--- src/rtl/lab4_pkg.sv ---
// Shared definitions for the lab 4 sequential divider: FSM state encoding
// and default datapath sizing.
package lab4_pkg;

  localparam int WIDTH_DEF = 5;
  localparam int CNT_W_DEF = 3;

  typedef enum logic [1:0] {
    IDLE = 2'd0,
    CALC = 2'd1,
    DONE = 2'd2
  } state_e;

endpackage

--- src/rtl/lab4_div5_ctrl_if.sv ---
// Start/busy/done handshake plus operand and result buses of the divider.
// The requester drives the master side; the divider is the slave.
interface lab4_div5_ctrl_if #(
  parameter int WIDTH = lab4_pkg::WIDTH_DEF
);

  logic             start;
  logic [WIDTH-1:0] in_dividend;
  logic [WIDTH-1:0] in_divisor;
  logic             busy;
  logic             done;
  logic [WIDTH-1:0] out_q;
  logic [WIDTH-1:0] out_r;
  logic             out_dz;

  modport master (
    output start, in_dividend, in_divisor,
    input  busy, done, out_q, out_r, out_dz
  );

  modport slave (
    input  start, in_dividend, in_divisor,
    output busy, done, out_q, out_r, out_dz
  );

endinterface

--- src/rtl/lab4_sub_n.sv ---
// N-bit ripple subtractor a + ~b + cin built as a full-adder chain.
// cout_o high means no borrow, i.e. a >= b when cin_i is 1.
module lab4_sub_n #(
  parameter int N = 6
) (
  input  logic [N-1:0] a_i,
  input  logic [N-1:0] b_i,
  input  logic         cin_i,
  output logic [N-1:0] diff_o,
  output logic         cout_o
);

  logic [N-1:0] b_inv;
  logic [N:0]   carry;

  assign b_inv    = ~b_i;
  assign carry[0] = cin_i;

  for (genvar i = 0; i < N; i++) begin : g_fa
    assign diff_o[i]  = a_i[i] ^ b_inv[i] ^ carry[i];
    assign carry[i+1] = (a_i[i] & b_inv[i]) | (a_i[i] & carry[i]) | (b_inv[i] & carry[i]);
  end

  assign cout_o = carry[N];

endmodule

--- src/rtl/lab4_div5_ctrl.sv ---
// Multi-cycle unsigned restoring divider: one trial subtraction per clock on
// a single shared ripple subtractor, with start/busy/done handshake.
module lab4_div5_ctrl
  import lab4_pkg::*;
#(
  parameter int WIDTH = WIDTH_DEF,
  parameter int CNT_W = CNT_W_DEF
) (
  input  logic             clk,
  input  logic             reset_n,
  lab4_div5_ctrl_if.slave  bus
);

  state_e           state_q, state_d;
  logic [CNT_W-1:0] cnt_q, cnt_d;
  logic [WIDTH-1:0] q_q, q_d;
  logic [WIDTH-1:0] r_q, r_d;
  logic [WIDTH-1:0] d_q, d_d;
  logic             dz_q, dz_d;

  logic [WIDTH:0]   diff;
  logic             no_borrow;
  logic             take_diff;

  // Trial value {R, next dividend bit} minus {0, D}; carry-out means it fits.
  lab4_sub_n #(
    .N (WIDTH + 1)
  ) u_sub (
    .a_i    ({r_q, q_q[WIDTH-1]}),
    .b_i    ({1'b0, d_q}),
    .cin_i  (1'b1),
    .diff_o (diff),
    .cout_o (no_borrow)
  );

  // The partial remainder stays below D, so a successful difference always
  // has a clear msb; folding that bit in keeps the accept condition exact.
  assign take_diff = no_borrow & ~diff[WIDTH];

  always_comb begin
    // NOTE: every next-state signal gets its hold value first so no path
    // through the case statement can leave one unassigned and infer a latch.
    state_d = state_q;
    cnt_d   = cnt_q;
    q_d     = q_q;
    r_d     = r_q;
    d_d     = d_q;
    dz_d    = dz_q;

    unique case (state_q)
      IDLE: begin
        if (bus.start) begin
          if (bus.in_divisor == '0) begin
            q_d     = '1;
            r_d     = bus.in_dividend;
            dz_d    = 1'b1;
            state_d = DONE;
          end else begin
            d_d     = bus.in_divisor;
            q_d     = bus.in_dividend;
            r_d     = '0;
            dz_d    = 1'b0;
            cnt_d   = CNT_W'(WIDTH - 1);
            state_d = CALC;
          end
        end
      end

      CALC: begin
        if (take_diff) begin
          r_d = diff[WIDTH-1:0];
          q_d = {q_q[WIDTH-2:0], 1'b1};
        end else begin
          r_d = {r_q[WIDTH-2:0], q_q[WIDTH-1]};
          q_d = {q_q[WIDTH-2:0], 1'b0};
        end
        if (cnt_q == '0) begin
          state_d = DONE;
        end else begin
          cnt_d = cnt_q - CNT_W'(1);
        end
      end

      DONE: begin
        state_d = IDLE;
      end

      default: begin
        state_d = IDLE;
      end
    endcase
  end

  always_ff @(posedge clk) begin
    // NOTE: state registers use non-blocking assignments so every register
    // samples the pre-edge values regardless of statement order.
    if (!reset_n) begin
      state_q <= IDLE;
      cnt_q   <= '0;
      q_q     <= '0;
      r_q     <= '0;
      d_q     <= '0;
      dz_q    <= 1'b0;
    end else begin
      state_q <= state_d;
      cnt_q   <= cnt_d;
      q_q     <= q_d;
      r_q     <= r_d;
      d_q     <= d_d;
      dz_q    <= dz_d;
    end
  end

  assign bus.busy   = (state_q != IDLE);
  assign bus.done   = (state_q == DONE);
  assign bus.out_q  = q_q;
  assign bus.out_r  = r_q;
  assign bus.out_dz = dz_q;

endmodule

--- src/flat_wrapper.sv ---
// flat-port wrapper written by rule: the top's interface ports become plain ports
module lab4_div5_ctrl_flat import lab4_pkg::*;
#(
  parameter int WIDTH = WIDTH_DEF,
  parameter int CNT_W = CNT_W_DEF
)
  (clk, reset_n, bus_start, bus_in_dividend, bus_in_divisor, bus_busy, bus_done, bus_out_q, bus_out_r, bus_out_dz);
  lab4_div5_ctrl_if #(.WIDTH(WIDTH)) bus_i ();
  input  logic clk;
  input  logic reset_n;
  input wire logic [$bits(bus_i.start)-1:0] bus_start;
  input wire logic [$bits(bus_i.in_dividend)-1:0] bus_in_dividend;
  input wire logic [$bits(bus_i.in_divisor)-1:0] bus_in_divisor;
  output wire logic [$bits(bus_i.busy)-1:0] bus_busy;
  output wire logic [$bits(bus_i.done)-1:0] bus_done;
  output wire logic [$bits(bus_i.out_q)-1:0] bus_out_q;
  output wire logic [$bits(bus_i.out_r)-1:0] bus_out_r;
  output wire logic [$bits(bus_i.out_dz)-1:0] bus_out_dz;
  assign bus_i.start = bus_start;
  assign bus_i.in_dividend = bus_in_dividend;
  assign bus_i.in_divisor = bus_in_divisor;
  assign bus_busy = bus_i.busy;
  assign bus_done = bus_i.done;
  assign bus_out_q = bus_i.out_q;
  assign bus_out_r = bus_i.out_r;
  assign bus_out_dz = bus_i.out_dz;
  lab4_div5_ctrl #(.WIDTH(WIDTH), .CNT_W(CNT_W)) u_core (.clk(clk), .reset_n(reset_n), .bus(bus_i));
endmodule
--- config.mk ---
export PLATFORM = sky130hd
export DESIGN_NAME = lab4_div5_ctrl_flat
export DESIGN_NICKNAME = d
export VERILOG_FILES = /design/src/rtl/lab4_pkg.sv /design/src/rtl/lab4_div5_ctrl_if.sv /design/src/rtl/lab4_sub_n.sv /design/src/rtl/lab4_div5_ctrl.sv /design/src/flat_wrapper.sv
export SDC_FILE = /design/constraint.sdc
export NUM_CORES = 1
export LEC_CHECK = 0
export BUFFER_PORTS_ARGS = -buffer_cell sky130_fd_sc_hd__buf_2
export CAP_MARGIN = 30
export CORE_AREA = 2 2 49 60
export CTS_BUF_LIST = sky130_fd_sc_hd__clkbuf_8
export CTS_CLUSTER_SIZE = 20
export DETAILED_ROUTE_END_ITERATION = 6
export DIE_AREA = 0 0 51 62
export PLACE_DENSITY = 0.67
export SYNTH_ARGS = -nofsm -noshare
export SYNTH_HDL_FRONTEND = slang
export SYNTH_SLANG_ARGS = --single-unit
export TNS_END_PERCENT = 1
--- constraint.sdc ---
create_clock -name clk -period 3.31 [get_ports clk]
set_input_delay 0.662 -clock clk [delete_from_list [all_inputs] [get_ports clk]]
set_output_delay 0.662 -clock clk [all_outputs]
set_load 0.05 [all_outputs]
# Word level (Yosys, flattened, before mapping)
# Index checks and enable logic that the tools add are counted.
[word_totals] register_bits=21 in_bits=13 output_inout_bits=13 word_cells=84
[classes] addsub=1 n_eq_ne=6 n_mux=17 bitwise_logic=44 reduce_logical=10
[op_table] operator="5-bit 2-to-1 mux" n=5
[op_table] operator="5-bit case mux with 2 select lines" n=2
[op_table] operator="1-bit bitwise AND" n=17
[op_table] operator="1-bit bitwise OR" n=12
[op_table] operator="1-bit bitwise XOR" n=11
[op_table] operator="3-bit 2-to-1 mux" n=3
[op_table] operator="2-bit 2-to-1 mux" n=3
[op_table] operator="2-bit != test, second input constant" n=3
[op_table] operator="5-bit NOT with 6-bit output" n=1
[op_table] operator="3-bit case mux with 2 select lines" n=1
[op_table] operator="2-bit AND reduction" n=3
[op_table] operator="5-bit zero test" n=1
[op_table] operator="2-bit case mux with 2 select lines" n=1
[op_table] operator="4-bit AND reduction" n=1
[op_table] operator="2-bit nonzero test" n=2
[op_table] operator="3-bit zero test" n=1
[op_table] operator="1-bit NOT" n=3
[op_table] operator="3-bit AND reduction" n=1
[op_table] operator="3-bit by 1-bit subtractor with 3-bit output, second input constant" n=1
[op_table] operator="2-bit by 1-bit equality test with 1-bit output, second input constant" n=1
[op_table] operator="2-bit equality test, second input constant" n=1
[op_table] operator="2-bit zero test" n=1
[op_table] operator="1-bit 2-to-1 mux" n=2
[op_table] operator="2-bit by 1-bit != test with 1-bit output, second input constant" n=1

# Depth between registers and ports, before layout
# Gate-level depths: netlist of the first run.
[logic_depth] ltp_word=22 mapped_depth=10 depth_no_buf=10

# Modules after synthesis
# A second synthesis of the first run with hierarchy kept.
[hier_totals] hier_cells=129 area_unflattened_um2=1179.9
[by_module_without_submodules] mod="lab4_div5_ctrl" instances=1 cells_each=111 area_each_um2=1014.7 seq_area_each_um2=420.4
[by_module_without_submodules] mod="lab4_sub_n" instances=1 cells_each=18 area_each_um2=165.2 seq_area_each_um2=0.0

# Worst setup path after synthesis of the first run
# Ideal clock, no wire load.
[synth_timing] path_kind="flip-flop to flip-flop" start="register u_core.q_q[4], in the netlist u_core.bus.out_q[4]" end="register u_core.r_q[3], in the netlist u_core.bus.out_r[3]" setup_time_ns=0.078 arrival_time_ns=3.375 t_required_ns=3.232 path_slack_ns=-0.143 path_stages_with_launch=11 n_path_buf=0 synth_period_minus_slack_ns=3.453 path_cell_list="dfxtp_1 > inv_1 > ha_1 > fa_1 > fa_1 > fa_1 > fa_1 > xnor2_1 > mux2i_1 > nor2_1 > nor3_1"
[synth_between] elab_chain_cells=21 elab_cells_between_ends=29 cone_classes="2 x mux; 27 x bitwise"
[synth_lines] element="start: declaration" line_no="lab4_div5_ctrl.sv:16" text="logic [WIDTH-1:0] q_q, q_d;"
[synth_lines] element="start signal: assignment" line_no="lab4_div5_ctrl.sv:107" text="q_q <= q_d;"
[synth_lines] element="1-bit bitwise AND" line_no="lab4_sub_n.sv:21" text="assign carry[i+1] = (a_i[i] & b_inv[i]) | (a_i[i] & carry[i]) | (b_inv[i] & carry[i]);"
[synth_lines] element="1-bit bitwise OR (*) (2 in series)" line_no="lab4_sub_n.sv:21"
[synth_lines] element="1-bit bitwise AND" line_no="lab4_sub_n.sv:21"
[synth_lines] element="1-bit bitwise OR" line_no="lab4_sub_n.sv:21"
[synth_lines] element="1-bit bitwise OR (*)" line_no="lab4_sub_n.sv:21"
[synth_lines] element="1-bit bitwise AND" line_no="lab4_sub_n.sv:21"
[synth_lines] element="1-bit bitwise OR" line_no="lab4_sub_n.sv:21"
[synth_lines] element="1-bit bitwise OR (*)" line_no="lab4_sub_n.sv:21"
[synth_lines] element="1-bit bitwise AND" line_no="lab4_sub_n.sv:21"
[synth_lines] element="1-bit bitwise OR (2 in series)" line_no="lab4_sub_n.sv:21"
[synth_lines] element="1-bit bitwise AND" line_no="lab4_sub_n.sv:21"
[synth_lines] element="1-bit bitwise OR (2 in series)" line_no="lab4_sub_n.sv:21"
[synth_lines] element="1-bit bitwise AND" line_no="lab4_sub_n.sv:21"
[synth_lines] element="1-bit bitwise OR (2 in series)" line_no="lab4_sub_n.sv:21"
[synth_lines] element="1-bit bitwise AND" line_no="lab4_div5_ctrl.sv:38" text="assign take_diff = no_borrow & ~diff[WIDTH];"
[synth_lines] element="5-bit 2-to-1 mux (*)" line_no="lab4_div5_ctrl.sv:70" text="if (take_diff) begin"
[synth_lines] element="5-bit case mux with 2 select lines (*)" line_no="lab4_div5_ctrl.sv:50" text="unique case (state_q)"
[synth_lines] element="end signal: assignment" line_no="lab4_div5_ctrl.sv:108" text="r_q <= r_d;"
[synth_lines] element="end: declaration" line_no="lab4_div5_ctrl.sv:17" text="logic [WIDTH-1:0] r_q, r_d;"
# Mark *: on every way between the ends. The rest lies on a longest branch, timed or not.
# A chain may end at the register's enable or synchronous reset.

# Final worst setup path of the first run
[layout_timing] start="register u_core.q_q[4], in the netlist u_core.bus.out_q[4]" end="register u_core.r_q[1], in the netlist u_core.bus.out_r[1]"
[layout_between] elab_chain_cells=21 elab_cells_between_ends=29 cone_classes="2 x mux; 27 x bitwise"
[layout_lines] element="1-bit bitwise AND" line_no="lab4_sub_n.sv:21"
[layout_lines] element="1-bit bitwise OR (*) (2 in series)" line_no="lab4_sub_n.sv:21"
[layout_lines] element="1-bit bitwise AND" line_no="lab4_sub_n.sv:21"
[layout_lines] element="1-bit bitwise OR (2 in series)" line_no="lab4_sub_n.sv:21"
[layout_lines] element="1-bit bitwise AND" line_no="lab4_sub_n.sv:21"
[layout_lines] element="1-bit bitwise OR (2 in series)" line_no="lab4_sub_n.sv:21"
[layout_lines] element="1-bit bitwise AND" line_no="lab4_sub_n.sv:21"
[layout_lines] element="1-bit bitwise OR (2 in series)" line_no="lab4_sub_n.sv:21"
[layout_lines] element="1-bit bitwise AND" line_no="lab4_sub_n.sv:21"
[layout_lines] element="1-bit bitwise OR (2 in series)" line_no="lab4_sub_n.sv:21"
[layout_lines] element="1-bit bitwise AND" line_no="lab4_sub_n.sv:21"
[layout_lines] element="1-bit bitwise OR (2 in series)" line_no="lab4_sub_n.sv:21"
[layout_lines] element="1-bit bitwise AND" line_no="lab4_div5_ctrl.sv:38"
[layout_lines] element="5-bit 2-to-1 mux (*)" line_no="lab4_div5_ctrl.sv:70"
[layout_lines] element="5-bit case mux with 2 select lines (*)" line_no="lab4_div5_ctrl.sv:50"
# Marks and branches as above.

==> qor.yml, run 1 <==
run_status:
  outcome: "complete, no violations"
finish:
  drive_gt1_frac: 0.219
  final_common_cell: "buf_2"
  diodes: 0
  finalNetCount: 181
  mostFrequentLayoutCells: "buf_2, nand2_1, dfxtp_1"
  instances_no_fill: 194
  area_delta_synth_final_pct: 16.9
logic_synthesis:
  synth_compound_area_frac: 0.215
  synthAdderAreaFrac: 0.103
  synthesis.nets: 157
  synthMuxAreaShare: 0.00876
  synth_top_family_by_area: "simple AND/OR/NAND/NOR gates"
  syn_area_per_cell_um2: 8.34
  synth-edff-count: 0
  synth_xor_area_frac: 0.00767
  ys_seq_area_frac: 0.368
  synthSimpleGateAreaFrac: 0.238
  synth.cell_area_um2: 1140
  synth-seq-cells: 21
  synthFlopType: "dfxtp_1"
  yosysWarnings: 0
  synthDistinctLibCells: 34
  async_reset_ff_frac: 0
  syn_inst: 137
clocking:
  cts_tree: "built"
  ctsResizeCount: 0
  cts.hold.buffers_added: 0
  cts_max_level: 1
  clk_pin_slew_ps: 80
  cts_sinks: 21
  clockBufferDepth: 2
  clock-root-buffer: "clkbuf_8"
  cts_setup_buffers: 0
  clk_latency_ps: 260
  cts_buffers: 3
floorplan:
  start_util: 0.430
  num_rows: 21
  ios: 26
  fp.dieW_um: 51
  coreArea_um2: 2650
  fp.dieH_um: 62
  die_area_um2: 3160
hold_path:
  worstHoldPathType: "flip-flop to flip-flop"
  hold_depth: 1
  min_from: "u_core.cnt_q[0]"
  min_to: "u_core.cnt_q[0]"
critical_path:
  path_class: "flip-flop to flip-flop"
  critPathLaunchType: "flip-flop"
  critical_path.cell_chain: "inv_1 -> ha_1 -> fa_1 -> fa_1 -> fa_1 -> fa_1 -> xnor2_2 -> buf_4 -> nand3_1 -> o31ai_1 -> nor3_1"
  critical_path_required_ps: 3460
  critPathSlowestCell: "fa_1"
  rr_startpoint: "u_core.bus.out_q[4]"
  r2r_cells: 11
  reg2reg_to: "u_core.bus.out_r[1]"
  critPathCaptureType: "flip-flop"
  path_common_cell: "fa_1"
  cp_data_arrival_time_ps: 3130
  max_stage_delay_ps: 420
  critPathMaxFanout: 7
  rrSetupSlack_ps: 320
pwr:
  p_leak_nw: 0.558
  powerDensity_nw_per_um2: 585
  ir_drop_mv: 0.216
global_routing:
  antenna_found_initial: 0
  grt_first_pass_wirelength_um: 4390
  grt_util_all_layers: 0.190
  grt_overflow: 0
  grt_pass1_vias: 965
  grt_max_degree: 23
placed_design:
  hpwl_um: 1970
  dp.cells: 190
  place_congestion: 0.773
  port_buffers: 25
routing:
  drc: 0
  vias: 1054
  wl_per_cell_um: 13.3
  wirelength_um: 2580
  drtIter0Drc: 22
  postRouteAntennaNets: 0
  vias_per_cell: 5.43
  drt_first_pass_iters: 6
sta:
  final_hold_viol_count: 0
  tightest_slew_ps: 499
  slew_headroom: 0.667
  final_max_slew_viol_count: 0
  rsz0062_at_grt: "false"
  timing.setup.tns_ps: 0
  fin_crit_ps: 2990
  worst_clock_skew_ps: 3.33
  max_freq_mhz: 335
  finalSetupViolCount: 0
  fin_crit_sh: 0.902
job:
  drv_cap: 0
-- Yosys cell counts, types with 4 or more instances --
cell type | count | area (µm²)
a21oi_1 | 6 | 30.0
clkbuf_1 | 5 | 18.8
dfxtp_1 | 21 | 420
fa_1 | 4 | 80.1
inv_1 | 9 | 33.8
nand2_1 | 24 | 90.1
nor2_1 | 5 | 18.8
nor2b_1 | 4 | 25.0
nor3_1 | 10 | 50.1
o22ai_1 | 8 | 50.1
o31ai_1 | 6 | 45.0
-- registers in the layout, summed over array words and instances (netlist names) --
register / count
u_core.d_q: 5
u_core.bus.out_r: 5
u_core.bus.out_q: 5
u_core.state_q: 2
u_core.cnt_q: 3
u_core.bus.out_dz: 1
-- through the flow --
| step | utilization | hold slack [ps] | area, µm² | setup slack (ps) | power, mW |
|---|---|---|---|---|---|
| floorplan | - | 403 | 1150 | 13.8 | 0.547 |
| global placement | 0.486 | 410 | 1290 | 396 | 0.613 |
| detailed placement | 0.486 | 430 | 1290 | 338 | 0.619 |
| CTS | 0.503 | 441 | 1340 | 327 | 0.789 |
| global route | 0.503 | 467 | 1340 | 178 | 0.840 |
| finish | 0.503 | 440 | 1340 | 324 | 0.781 |
-- cell families after synthesis --
group,after synthesis
buf+inv,16
flops,21
mux,1
compound gates,35
fa+ha+maj,7
xor+xnor,1
simple gates,56
-- area by class of cell --
cell class | count | area [µm²]
Fill cell | 262 | 1320
Sequential cell | 21 | 420
Clock buffer | 3 | 41.3
Tap cell | 34 | 42.5
Inverter | 9 | 33.8
Timing Repair Buffer | 26 | 133
Multi-Input combinational cell | 100 | 661
Clock inverter | 1 | 3.75
-- critical path: cells and delay by family, from the launching register on --
family	cells	cell delay, ps
simple gates	2	170
flops	1	370
buf+inv	2	250
xor+xnor	1	220
compound gates	1	90
fa+ha+maj	5	1760
-- per-layer routing --
metal | global-route usage | share of wire | wire (µm)
met1 | 0.227 | 0.45 | 1160
met2 | 0.310 | 0.47 | 1210
met3 | 0.0359 | 0.055 | 143
met4 | 0.135 | 0.030 | 78
met5 | 0 | 0 | 0
-- power breakdown --
part / switching, mW / internal [mW]
logic: 0.193 / 0.105
clock network: 0.0844 / 0.0828
registers: 0.0331 / 0.283
total: 0.311 / 0.470
-- how the worst max path moves through the flow --
stage / from / end / depth (start not counted)
2_1_floorplan: u_core.bus.out_q[4] / u_core.bus.out_r[3] / 10
3_3_place_gp: u_core.bus.out_q[4] / u_core.bus.out_r[1] / 11
3_5_place_dp: u_core.bus.out_q[4] / u_core.bus.out_r[1] / 11
4_1_cts: u_core.bus.out_q[4] / u_core.bus.out_r[1] / 11
5_1_grt: u_core.bus.out_q[4] / u_core.bus.out_r[1] / 11
6_report: u_core.bus.out_q[4] / u_core.bus.out_r[1] / 11
No activity file was read; power rests on OpenSTA's default activity.
==> run 2, diff against run 1 <==
Settings changed: BUFFER_PORTS_ARGS -buffer_cell sky130_fd_sc_hd__buf_2 to unset, CTS_CLUSTER_DIAMETER set to 150, DONT_BUFFER_PORTS set to 1, PLACE_DENSITY 0.67 to unset.
==> run 2 against run 1 <==
Compared with the run above: critical path depth shrank 1; worst hold slack lost 11 ps; highest routed layer unchanged; largest cell class unchanged; power shrank 2.6%.
==> qor.yml, run 2 (synthesis results as in run 1) <==
routing:
  drc: 0  # unchanged
  postRouteAntennaNets: 0  # unchanged
  drtIter0Drc: 26  # was 22
  wirelength_um: 2560  # was 2580 µm
  wl_per_cell_um: 14.8  # was 13.3 µm
  vias: 951  # was 1054
  drt_first_pass_iters: 4  # was 6
  vias_per_cell: 5.50  # was 5.43
clocking:
  cts_sinks: 21  # unchanged
  ctsResizeCount: 0  # unchanged
  cts_tree: "built"  # unchanged
  clk_latency_ps: 260  # about the same
  cts_setup_buffers: 0  # unchanged
  clk_pin_slew_ps: 70  # was 80 ps
  cts.hold.buffers_added: 0  # unchanged
  clock-root-buffer: "clkbuf_8"  # unchanged
  cts_max_level: 1  # unchanged
  cts_buffers: 3  # unchanged
  clockBufferDepth: 2  # unchanged
critical_path:
  cp_data_arrival_time_ps: 3080  # was 3130 ps
  path_class: "flip-flop to flip-flop"  # unchanged
  critPathSlowestCell: "fa_1"  # unchanged
  critPathCaptureType: "flip-flop"  # unchanged
  critPathLaunchType: "flip-flop"  # unchanged
  critical_path_required_ps: 3450  # was 3460 ps
  max_stage_delay_ps: 420  # about the same
  path_common_cell: "fa_1"  # unchanged
  critPathMaxFanout: 9  # was 7
  crit_family: "adder cells"  # unchanged
  critical_path.cell_chain: "inv_1 -> ha_1 -> fa_1 -> fa_1 -> fa_1 -> fa_1 -> xnor2_2 -> buf_4 -> o21ai_0 -> o211ai_1"  # was inv_1 -> ha_1 -> fa_1 -> fa_1 -> fa_1 -> fa_1 -> xnor2_2 -> buf_4 -> nand3_1 -> o31ai_1 -> nor3_1
  crit_buf_inv: 2  # unchanged
floorplan:
  fp.dieW_um: 51  # unchanged
  num_rows: 21  # unchanged
  die_area_um2: 3160  # unchanged
  coreArea_um2: 2650  # unchanged
  fp.dieH_um: 62  # unchanged
  start_util: 0.430  # unchanged
  ios: 26  # unchanged
finish:
  final_common_cell: "nand2_1"  # was buf_2
  mostFrequentLayoutCells: "nand2_1, dfxtp_1, inv_1, nor3_1, o22ai_1"  # was buf_2, nand2_1, dfxtp_1
  finalNetCount: 160  # was 181
  final_cell_area_um2: 1240  # was 1340 µm²
  diodes: 0  # unchanged
  drive_gt1_frac: 0.101  # was 0.219
  area_delta_synth_final_pct: 8.54  # was 16.9%
pwr:
  powerDensity_nw_per_um2: 614  # was 585 nW/µm²
  p_leak_nw: 0.465  # was 0.558 nW
  ir_drop_mv: 0.348  # was 0.216 mV
placed_design:
  postPlaceCellArea_um2: 1190  # was 1290 µm²
  port_buffers: 0  # was 25
  hpwl_um: 2000  # was 1970 µm
  place_congestion: 0.751  # was 0.773
sta:
  rsz0062_at_grt: "false"  # unchanged
  fin_crit_sh: 0.887  # was 0.902
  final_hold_viol_count: 0  # unchanged
  worst_clock_skew_ps: 3.29  # was 3.33 ps
  slew_headroom: 0.420  # was 0.667
  finalSetupViolCount: 0  # unchanged
  tightest_slew_ps: 867  # was 499 ps
  fin_crit_ps: 2940  # was 2990 ps
  max_freq_mhz: 341  # was 335 MHz
  final_max_slew_viol_count: 0  # unchanged
  timing.setup.tns_ps: 0  # unchanged
global_routing:
  use_met1: 0.212  # was 0.227
  use_met2: 0.330  # was 0.310
  grt_util_all_layers: 0.186  # was 0.190
  grt_busiest_layer: "met2"  # unchanged
  grt_pass1_vias: 960  # was 965
  grt_max_degree: 23  # unchanged
  grt_overflow: 0  # unchanged
  grt_first_pass_wirelength_um: 4300  # was 4390 µm
  antenna_found_initial: 0  # unchanged
  met3_usage: 0.0574  # was 0.0359
hold_path:
  worstHoldPathType: "flip-flop to flip-flop"  # unchanged
run_status:
  outcome: "complete, no violations"  # unchanged
job:
  drv_cap: 0  # unchanged
==> run 2: changes by cell type in the layout (fill, tap and decap cells not counted), sizes merged <==
cell  delta
buf     -21
==> run 2: final cells by class <==
type | count | area, µm²
fillers | 281 | 1410
well taps | 34 | 42.5
clock buffers | 3 | 41.3
flip-flops and latches | 21 | 420
multi-input cells | 100 | 661
repair buffers | 5 | 37.5
inverters | 9 | 33.8
clock inverters | 1 | 3.75
==> run 2: path summary, 6_finish.rpt <==
| path | startpoint | endpoint | slack (ps) | depth (start not counted) |
|---|---|---|---|---|
| min | u_core.cnt_q[0] | u_core.cnt_q[0] | 430 | 1 |
| min reg2reg | u_core.cnt_q[0] | u_core.cnt_q[0] | 430 | 1 |
| max reg2reg | u_core.bus.out_q[4] | u_core.bus.out_r[0] | 370 | 10 |
| max | u_core.bus.out_q[4] | u_core.bus.out_r[0] | 370 | 10 |
==> run 2: routing by layer <==
layer,vias to the layer above,part of all wire
met2,22,0.49
met4,0,0.014
met3,4,0.070
met1,436,0.43
li1,489,-
met5,-,0
==> run 2: metrics by stage <==
| step | instances | worst slack [ps] | util | total power [mW] | hold slack (ps) |
|---|---|---|---|---|---|
| floorplan | 137 | 13.8 | - | 0.547 | 403 |
| global placement | 169 | 437 | 0.450 | 0.595 | 410 |
| detailed placement | 169 | 388 | 0.450 | 0.601 | 418 |
| CTS | 173 | 361 | 0.467 | 0.765 | 428 |
| global route | 173 | 231 | 0.467 | 0.814 | 460 |
| finish | 173 | 374 | 0.467 | 0.761 | 430 |
==> run 2: power by group <==
part	internal, mW	switching (mW)
Combinational	0.0953	0.151
Sequential	0.283	0.0657
Clock	0.0828	0.0832
==> run 2: worst register-to-register path, cell delays in order, from the launching register on <==
cell and delay (ps):
dfxtp_1 330, inv_1 50, ha_1 200, fa_1 390
fa_1 390, fa_1 390, fa_1 420, xnor2_2 160
buf_4 190, o21ai_0 200, o211ai_1 110
